`config.mk`:
```
export PLATFORM = sky130hd
export DESIGN_NAME = fwd_hazard_ctrl
export DESIGN_NICKNAME = d
export VERILOG_FILES = /design/src/rtl/fwd_hazard_ctrl.sv
export SDC_FILE = /design/constraint.sdc
export NUM_CORES = 1
export LEC_CHECK = 0
export BUFFER_PORTS_ARGS = -buffer_cell sky130_fd_sc_hd__buf_2
export CAP_MARGIN = 20
export CORE_MARGIN = 3
export CORE_UTILIZATION = 33
export DETAILED_ROUTE_END_ITERATION = 12
export HOLD_SLACK_MARGIN = 0.03
export SLEW_MARGIN = 20
export SYNTH_ARGS = -nofsm -noshare
export SYNTH_HDL_FRONTEND = slang
export SYNTH_SLANG_ARGS = --single-unit
```
`constraint.sdc`:
```
create_clock -name clk -period 1.9 [get_ports clk]
set_clock_uncertainty 0.1 [all_clocks]
set_input_delay 0.285 -clock clk [delete_from_list [all_inputs] [get_ports clk]]
set_output_delay 0.285 -clock clk [all_outputs]
set_load 0.005 [all_outputs]
```
`src/rtl/fwd_hazard_ctrl.sv`:
```
// rtl/fwd_hazard_ctrl.sv - EX operand forwarding selects, load-use stall and branch flush control
module fwd_hazard_ctrl #(
   parameter int REGW = 5,
   parameter int CNTW = 16
) (
   input  logic            clk,
   input  logic            reset_n,
   input  logic            id_valid,
   input  logic [REGW-1:0] id_rs1,
   input  logic [REGW-1:0] id_rs2,
   input  logic [REGW-1:0] id_rd,
   input  logic            id_regwrite,
   input  logic            id_memread,
   input  logic            branch_taken,
   output logic [1:0]      fwd_a,
   output logic [1:0]      fwd_b,
   output logic            stall,
   output logic            flush_id,
   output logic            ex_bubble,
   output logic [CNTW-1:0] stall_cnt
);

   logic            ex_valid, ex_regwrite, ex_memread;
   logic [REGW-1:0] ex_rd, ex_rs1, ex_rs2;
   logic            mem_valid, mem_regwrite, mem_memread;
   logic [REGW-1:0] mem_rd;
   logic            wb_valid, wb_regwrite, wb_memread;
   logic [REGW-1:0] wb_rd;

   logic mem_hit_a, mem_hit_b, wb_hit_a, wb_hit_b;
   logic ex_load_hit;

   // A load still in MEM has no data yet, so it is never a forwarding source.
   assign mem_hit_a = mem_valid & mem_regwrite & ~mem_memread & (mem_rd == ex_rs1) & (ex_rs1 != '0);
   assign mem_hit_b = mem_valid & mem_regwrite & ~mem_memread & (mem_rd == ex_rs2) & (ex_rs2 != '0);
   assign wb_hit_a  = wb_valid & wb_regwrite & (wb_rd == ex_rs1) & (ex_rs1 != '0);
   assign wb_hit_b  = wb_valid & wb_regwrite & (wb_rd == ex_rs2) & (ex_rs2 != '0);

   always_comb begin
      fwd_a = 2'b00;
      fwd_b = 2'b00;
      if (ex_valid) begin
         if (mem_hit_a)     fwd_a = 2'b10;
         else if (wb_hit_a) fwd_a = 2'b01;
         if (mem_hit_b)     fwd_b = 2'b10;
         else if (wb_hit_b) fwd_b = 2'b01;
      end
   end

   assign ex_load_hit = id_valid & ex_valid & ex_memread & ex_regwrite & (ex_rd != '0)
                      & ((ex_rd == id_rs1) | (ex_rd == id_rs2));
   // A taken branch squashes the dependent instruction anyway, so it overrides the stall.
   assign stall     = ex_load_hit & ~branch_taken;
   assign flush_id  = branch_taken;
   assign ex_bubble = stall | branch_taken;

   always_ff @(posedge clk or negedge reset_n) begin
      if (!reset_n) begin
         ex_valid     <= 1'b0;
         ex_regwrite  <= 1'b0;
         ex_memread   <= 1'b0;
         ex_rd        <= '0;
         ex_rs1       <= '0;
         ex_rs2       <= '0;
         mem_valid    <= 1'b0;
         mem_regwrite <= 1'b0;
         mem_memread  <= 1'b0;
         mem_rd       <= '0;
         wb_valid     <= 1'b0;
         wb_regwrite  <= 1'b0;
         wb_memread   <= 1'b0;
         wb_rd        <= '0;
      end else begin
         wb_valid     <= mem_valid;
         wb_regwrite  <= mem_regwrite;
         wb_memread   <= mem_memread;
         wb_rd        <= mem_rd;
         mem_valid    <= ex_valid;
         mem_regwrite <= ex_regwrite;
         mem_memread  <= ex_memread;
         mem_rd       <= ex_rd;
         if (ex_bubble) begin
            ex_valid <= 1'b0;
         end else begin
            ex_valid <= id_valid;
         end
         ex_regwrite <= id_regwrite;
         ex_memread  <= id_memread;
         ex_rd       <= id_rd;
         ex_rs1      <= id_rs1;
         ex_rs2      <= id_rs2;
      end
   end

   always_ff @(posedge clk or negedge reset_n) begin
      if (!reset_n) begin
         stall_cnt <= '0;
      end else if (stall && (stall_cnt != '1)) begin
         stall_cnt <= stall_cnt + 1'b1;
      end
   end

endmodule

```
Yosys cells after proc, flatten, opt, wreduce, memory -nomap -nowiden. Cells that the tools add are included.

Add/subtract/negate cells: 1. Equal/unequal tests: 7. Muxes and demuxes: 7. Bitwise gates (word level): 21. Reductions and logical operators: 4.

Operator list (number): $eq 5x5->1 (6); $and 1x1->1 (17); $add 16x1->16 const B (1); $ne 16x16->1 const B (1); $reduce_bool 5->1 (3); $mux 2 (4); $mux 1 (3); $not 1->1 (2); $or 1x1->1 (2); $logic_and 1x1->1 (1).

Bits in registers: 49. Bits of input ports: 21. Logic and storage cells: 54.

Depth between registers and ports, before layout. Gate-level depths: netlist of run 1.

Word-level depth: 8. Depth in mapped cells: 6. Mapped depth without buffers: 6.

Worst setup path before layout of run 1. Ideal clock, no wire load.

Path kind: register to register. Start point: register ex_rd[1]. End point: register stall_cnt[1]. Setup time: 125 ps. Data arrival time: 1690 ps. Required time: 1675 ps. Path slack: -15 ps. Cell stages (with the launch flop): 6. Buffers on the path: 0. Cell sequence: dfrtp_1 or4_4 o21ai_4 a21oi_4 and3b_4 mux2_4.

Longest elaborated chain between the ends: 5. Elaborated cells on any way between the ends: 8. Classes of those cells: eq/ne: 2; bitwise: 4; reduce/logical: 2.

RTL lines: start, declared (line 24) `logic [REGW-1:0] ex_rd, ex_rs1, ex_rs2;`; start signal, assigned (line 89) `ex_rd <= id_rd;`; $eq 5x5->1 or $reduce_bool 5->1 (tied branches) (line 51, 50); $or 1x1->1 or $and 1x1->1 (tied branches) (line 51, 50); $and 1x1->1 (*) (line 51) `& ((ex_rd == id_rs1) | (ex_rd == id_rs2));`; $and 1x1->1 (*) (line 53) `assign stall = ex_load_hit & ~branch_taken;`; $logic_and 1x1->1 (*) (line 98) `end else if (stall && (stall_cnt != '1)) begin`; end signal, assigned (line 99) `stall_cnt <= stall_cnt + 1'b1;`; end, declared (line 20) `output logic [CNTW-1:0] stall_cnt`.

Mark *: on every way between the ends. The rest lies on a longest branch, timed or not. A chain may end at the register's enable or synchronous reset.

Worst setup path after layout of run 1.
Start point: register ex_rs2[1]. End point: output fwd_b[0].

Longest elaborated chain between the ends: 6. Elaborated cells on any way between the ends: 10. Classes of those cells: eq/ne: 2; mux: 3; bitwise: 4; reduce/logical: 1.

RTL lines: start, declared (line 24); start signal, assigned (line 91) `ex_rs2 <= id_rs2;`; $eq 5x5->1 (line 37) `assign wb_hit_b = wb_valid & wb_regwrite & (wb_rd == ex_rs2) & (ex_rs2 != '0);`; $and 1x1->1 (2 in series) (line 37); $mux 1 (line 46) `else if (wb_hit_b) fwd_b = 2'b01;`; $mux 2 (*) (line 45) `if (mem_hit_b) fwd_b = 2'b10;`; $mux 2 (*) (line 42) `if (ex_valid) begin`; end, declared (line 16) `output logic [1:0] fwd_b,`.

Marks and branches as above.

==> results of run 1 <==
repair_timing:
item	in CTS	in global routing
endpoints found under the setup margin	7	21
hold endpoints to repair	66	0
setup buffers	7	2
hold buffers	18	0
cloned	0	1
pin swaps	5	17
resized for setup	15	33
cell type report:
cell class,instances,area (sq um)
Clock buffer,5,68.8
Clock inverter,3,68.8
Fill cell,556,2840
Inverter,1,3.75
Multi-Input combinational cell,124,1090
Sequential cell,49,1230
Tap cell,75,93.8
Timing Repair Buffer,94,702
power by group through the flow:
| stage | logic, uW | clock network, uW | registers (uW) |
|---|---|---|---|
| final | 247 | 879 | 1110 |
| after CTS | 219 | 900 | 1110 |
| after detailed placement | 176 | 0 | 1130 |
| after global placement | 175 | 0 | 1130 |
| after global routing | 269 | 957 | 1120 |
| after floorplan | 76.5 | 0 | 1130 |
cells in the mapped netlist, types with 2 or more instances:
library cell  instances  area [sq um]
and2_1                4          25.0
and3_1                2          12.5
dfrtp_1              49          1230
nand2_1               7          26.3
nand2b_1              2          12.5
nand3_1              12          60.1
nand3b_1              3          22.5
nand4_1              11          68.8
nor2_1               12          45.0
nor3_1                2          10.0
nor3b_1               2          15.0
nor4_1                5          31.3
or2_2                 2          12.5
or4_1                 2          15.0
xnor2_1              38           333
xor2_1                7          61.3
worst max-delay path, delay by kind of cell, from the launching register on:
kind | cells | cell delay [ns]
buf+inv | 1 | 0.16
flops | 1 | 0.38
simple gates | 4 | 0.95
registers in the layout (all words and copies together), names as in the netlist:
register      count
wb_valid          1
ex_memread        1
ex_regwrite       1
ex_rs2            5
mem_valid         1
mem_regwrite      1
wb_regwrite       1
ex_valid          1
mem_rd            5
mem_memread       1
stall_cnt        16
ex_rs1            5
wb_rd             5
ex_rd             5
per-layer routing:
metal | global-route usage | up-vias | routed length, um
met5 | 0 | - | 0
met4 | 0.0425 | 0 | 64
met3 | 0.0371 | 6 | 186
met2 | 0.234 | 34 | 2660
met1 | 0.176 | 831 | 2150
li1 | - | 811 | -
logic make-up (layout without fill, tap and decap cells):
family          count (synthesis)  after routing
fa+ha+maj                       1              1
simple gates                   72             72
mux                             1              1
compound gates                  5              5
buf+inv                         4            103
xor+xnor                       45             45
flops                          49             49
worst max path at each step:
stage | start | endpoint | slack (ns) | cells past startpoint
6_report | ex_rs2[1] | fwd_b[0] | -0.29 | 5
5_1_grt | ex_rs2[1] | fwd_b[0] | -0.38 | 5
4_1_cts | ex_rs2[1] | fwd_b[0] | -0.31 | 5
3_5_place_dp | ex_rd[0] | stall_cnt[1] | -0.02 | 6
3_3_place_gp | ex_rd[0] | stall_cnt[1] | 0.02 | 6
2_1_floorplan | ex_rd[1] | stall_cnt[1] | -0.02 | 5
through the flow:
step                instance area (sq um)  std cells  total power, uW  TNS [ns]
global route                         3250        351             2350     -2.75
global placement                     2630        316             1310         0
detailed placement                   2630        316             1310   -0.0179
CTS                                  3060        349             2230     -1.60
floorplan                            2140        177             1210   -0.0154
finish                               3250        351             2240     -1.81
==> summary.txt, run 1 <==
Die
  • Die Height: 86.6 um
  • Row cnt: 28
  • Starting Density: 0.351
  • DIE AREA: 7490 sq um
  • Core ar.: 6100 sq um
  • Die W: 86.6 um
  • IO Pins: 44

Synthesis
  • Mux contribution to synthesized area: 0.00701
  • Post-synthesis compound-gate area fraction: 0.0269
  • Yosys warns: 0
  • Synth Flop Type: dfrtp_1
  • Mapped Cells: 177
  • Syn_nets: 199
  • Largest family of logic cells by synthesized area: simple AND/OR/NAND/NOR gates
  • Adder-cell share of the synthesized area: 0.00584
  • Yosys reg bits: 49
  • Synth async-reset ratio: 1.00
  • Avg Inst Size Synth: 12.1 sq um
  • Cell Area, Synth: 2140 sq um
  • Cell variety after synth: 33
  • Synth Area in XOR/XNOR: 0.184
  • Number of synthesized flops with an enable pin: 0
  • Simple-gate share of the synthesized area: 0.195
  • Post-synthesis sequential area ratio: 0.572

Worst setup path
  • Reg-to-reg endpoint: stall_cnt[1]
  • CP Capture Type: output port
  • Worst-path maximum fanout: 2
  • Ordered cell list for the critical path: or4_4 > nor2_4 > nor4_2 > nor4_1 > buf_2
  • Slowest cell delay on critical path: 0.54 ns
  • Kind of critical path: reg -> out
  • RR Startpoint: ex_rd[2]
  • Slowest cell on crit path: or4_4
  • Critical Path RT: 1.51 ns
  • Reg-to-reg slack, setup: -0.18 ns
  • Reg2reg path depth: 7
  • Crit path launch type: flip-flop
  • Critical Path AT: 1.80 ns

Drt
  • Initial drt markers: 73
  • Pre-Repair DR Iteration Count: 4
  • Drt drc: 0
  • Final WL: 5070 um
  • Vias: 1682
  • Wire length per cell: 14.4 um
  • DR vias/cell: 4.79
  • Antenna Nets Post-Route: 0

Layout
  • ANT cells: 0
  • Most frequent cells in the layout: dfrtp_1, buf_2, xnor2_1
  • Most common cell after layout, fill and taps aside: dfrtp_1
  • Share of layout cells above drive strength 1: 0.438
  • Nets@finish: 297
  • Fin util: 0.534
  • Area grow syn2layout: 51.9%

Pwr
  • Power density cells: 688 nW/um^2
  • Combinational share of power: 0.110
  • Max rail drop VDD: 345 uV
  • Switching power total: 491 uW
  • Net Sw Frac: 0.219
  • Clock share of power: 0.392
  • Seq pwr share: 0.498
  • Power Internal: 1750 uW
  • Leakage: 0.00146 uW

Timing
  • Slew Viols, Final: 0
  • Tightest Pin Transition: 0.364 ns
  • Hold WS: 0.167 ns
  • Tmin final: 2.19 ns
  • Final Cycle Share: 1.15
  • Final setup viols: 10
  • Final Hold Vio Count: 0
  • F_max: 458 MHz
  • Worst setup margin: -0.285 ns
  • Setup repair after global routing missed its margin: yes
  • Relative slew slack: 0.757

Clock network
  • Num CTS Buffers: 5
  • CTS tree: built
  • H-tree levels: 2
  • Clock root buffer: clkbuf_8
  • Clk buf depth: 2
  • Clk slew on worst S/H paths: 0.09 ns
  • Worst-skew pair later-pin latency: 0.30 ns
  • CTS sink cnt: 49

Job
  • Max-cap viol count: 0

Global routing
  • Grt total ovfl: 0
  • Initial antenna violation count: 0
  • Vias in the first global route: 1742
  • Largest net degree at the start of global routing: 50
  • First-pass GRT wire length: 8090 um
  • Global-route total usage across every layer: 0.139

Worst hold path
  • Hold path start: id_valid
  • Hold Path Stages: 2
  • Hold Path Sink: ex_valid
  • Path category of the worst min-delay check: in -> reg

Placement
  • Hpwl dp: 3370 um
  • Routability Congestion: 0.853
  • DP Worst Slack: -0.0179 ns
  • PortBufs: 43

Status
  • Failing checks: negative setup slack
  • Status: complete, but fails checks
(Power assumes the default switching activity.)
==> run 2: changes to the inputs <==
- CORE_MARGIN: 3 -> 2
==> run 2 against run 1 <==
  * The run still ends with negative setup slack left
  * Final cell count grew 0.28%
  * Register-to-register slack gained 0.07 ns
  * Maximum frequency shrank 0.59%
  * Largest power group unchanged
  * Highest routed layer unchanged
==> summary.txt, run 2 (synthesis results as in run 1) <==
Worst setup path
  • Ordered cell list for the critical path: or4_4 > nor2_4 > nor4_2 > nor4_1 > buf_2
  • Critical Path AT: 1.81 ns (about the same)
  • Kind of critical path: reg -> out
  • CP Capture Type: output port
  • Crit path launch type: flip-flop
  • Slowest cell on crit path: or4_4
  • Slowest cell delay on critical path: 0.55 ns (about the same)
  • Worst-path maximum fanout: 2 (unchanged)
  • Critical Path RT: 1.51 ns (about the same)

Die
  • Die W: 84.6 um (-2.3%)
  • Starting Density: 0.339 (-0.0121)
  • DIE AREA: 7150 sq um (-4.6%)
  • Die Height: 84.6 um (-2.3%)
  • Row cnt: 29 (+3.6%)
  • Core ar.: 6310 sq um (+3.6%)
  • IO Pins: 44 (unchanged)

Layout
  • Share of layout cells above drive strength 1: 0.429 (-0.00931)
  • Most frequent cells in the layout: dfrtp_1, buf_2, xnor2_1
  • Max reg flops: 16 (unchanged)
  • Nets@finish: 296 (-0.34%)
  • Most common cell after layout, fill and taps aside: dfrtp_1
  • Most flops, register: stall_cnt
  • Layout fillers: 570 (+2.5%)
  • Area grow syn2layout: 50.9%
  • Fin area: 3230 sq um (-0.65%)
  • Fin util: 0.512 (-0.0218)
  • ANT cells: 0 (unchanged)

Job
  • Max-cap viol count: 0 (unchanged)

Timing
  • F_max: 455 MHz (-0.59%)
  • Tightest Pin Transition: 0.469 ns (+0.105 ns)
  • Final setup viols: 9 (-1)
  • Relative slew slack: 0.687 (-0.0692)
  • Final Cycle Share: 1.16 (+0.00678)
  • Final Hold Vio Count: 0 (unchanged)
  • Setup repair after global routing missed its margin: yes
  • Worst setup margin: -0.298 ns (-0.0129 ns)
  • Slew Viols, Final: 0 (unchanged)
  • Tmin final: 2.20 ns (+0.0129 ns)

Drt
  • Initial drt markers: 96 (+32%)
  • Vias: 1661 (-1.2%)
  • Pre-Repair DR Iteration Count: 4 (unchanged)
  • DR vias/cell: 4.72 (-1.5%)
  • Drt drc: 0 (unchanged)
  • Final WL: 4850 um (-4.3%)
  • Wire length per cell: 13.8 um (-4.6%)
  • Antenna Nets Post-Route: 0 (unchanged)

Clock network
  • Clk slew on worst S/H paths: 0.09 ns (about the same)
  • Worst-skew pair later-pin latency: 0.30 ns (about the same)
  • CTS sink cnt: 49 (unchanged)
  • H-tree levels: 2 (unchanged)
  • CTS tree: built
  • Clock root buffer: clkbuf_8
  • Num CTS Buffers: 5 (unchanged)
  • Clk buf depth: 2 (unchanged)

Pwr
  • Leakage: 0.00145 uW (-1.0%)
  • Max rail drop VDD: 404 uV (+17%)
  • Power density cells: 694 nW/um^2 (+0.76%)

Worst hold path
  • Path category of the worst min-delay check: in -> reg

Status
  • Status: complete, but fails checks
  • Failing checks: negative setup slack

Global routing
  • Vias in the first global route: 1688 (-3.1%)
  • Initial antenna violation count: 0 (unchanged)
  • First-pass GRT wire length: 8290 um (+2.5%)
  • Largest net degree at the start of global routing: 32 (-36%)
  • Global-route total usage across every layer: 0.146 (+0.00695)
  • Grt total ovfl: 0 (unchanged)

Placement
  • Hpwl dp: 3410 um (+1.2%)
  • Routability Congestion: 0.833 (-2.3%)
  • Placed Area: 2620 sq um (-0.48%)
  • PortBufs: 43 (unchanged)
## run 2: changes by cell type in the layout (fill, tap and decap cells not counted), sizes merged
cell | previous run | this run
buf | 76 | 75
## run 2: metal layers
| layer | part of all wire | vias to the layer above | GRT usage |
|---|---|---|---|
| met5 | 0 | - | 0 |
| met4 | 0.019 | 0 | 0.0563 |
| met3 | 0.032 | 6 | 0.0305 |
| met2 | 0.52 | 32 | 0.243 |
| met1 | 0.43 | 809 | 0.188 |
| li1 | - | 814 | - |
## run 2: metrics by stage
stage | setup TNS (ns) | worst slack, ns | total power, uW | hold WS, ns | std cells
final | -1.51 | -0.298 | 2240 | 0.162 | 352
after global routing | -2.38 | -0.420 | 2340 | 0.157 | 352
after CTS | -1.62 | -0.304 | 2240 | 0.157 | 349
after detailed placement | -0.00811 | -0.00811 | 1310 | 0.173 | 316
after global placement | 0 | 0.0174 | 1310 | 0.178 | 316
after floorplan | -0.0154 | -0.0154 | 1210 | -0.111 | 177
## run 2: layout make-up
class / instances / area, sq um / share of cell area
Clock inverter: 3 / 68.8 / 0.0213
Timing Repair Buffer: 93 / 696 / 0.215
Inverter: 1 / 3.75 / 0.00116
Tap cell: 77 / 96.3 / 0.0298
Clock buffer: 5 / 68.8 / 0.0213
Multi-Input combinational cell: 124 / 1070 / 0.331
Sequential cell: 49 / 1230 / 0.380
## run 2: worst paths after layout
kind / start / endpoint / slack, ns / cells past startpoint
min in group asynchronous: reset_n / ex_rd[4] / 0.36 / 2
max in group asynchronous: reset_n / ex_valid / 0.82 / 3
setup reg to reg: ex_rd[2] / stall_cnt[1] / -0.11 / 6
hold / removal: id_valid / ex_valid / 0.16 / 2
setup / recovery: ex_rs2[1] / fwd_b[0] / -0.30 / 5
hold reg to reg: ex_memread / mem_memread / 0.27 / 0
## run 2: critical path, delay by kind of cell, from the launching register on
family | cells | cell delay (ns)
and+or+nand+nor | 4 | 0.97
buffers and inverters | 1 | 0.16
DFF | 1 | 0.39
## run 2: power breakdown
part,internal (uW),switching [uW]
sequential,1080,34.4
clock,530,348
combinational,143,108
total,1750,490
## run 2: timing repair
item                                    in CTS  in global routing
endpoints found under the hold margin       35                  0
endpoints found under the setup margin       8                 20
hold buffers                                18                  0
setup buffers                                7                  4
resized for setup                           17                 29
pin swaps                                    9                 18
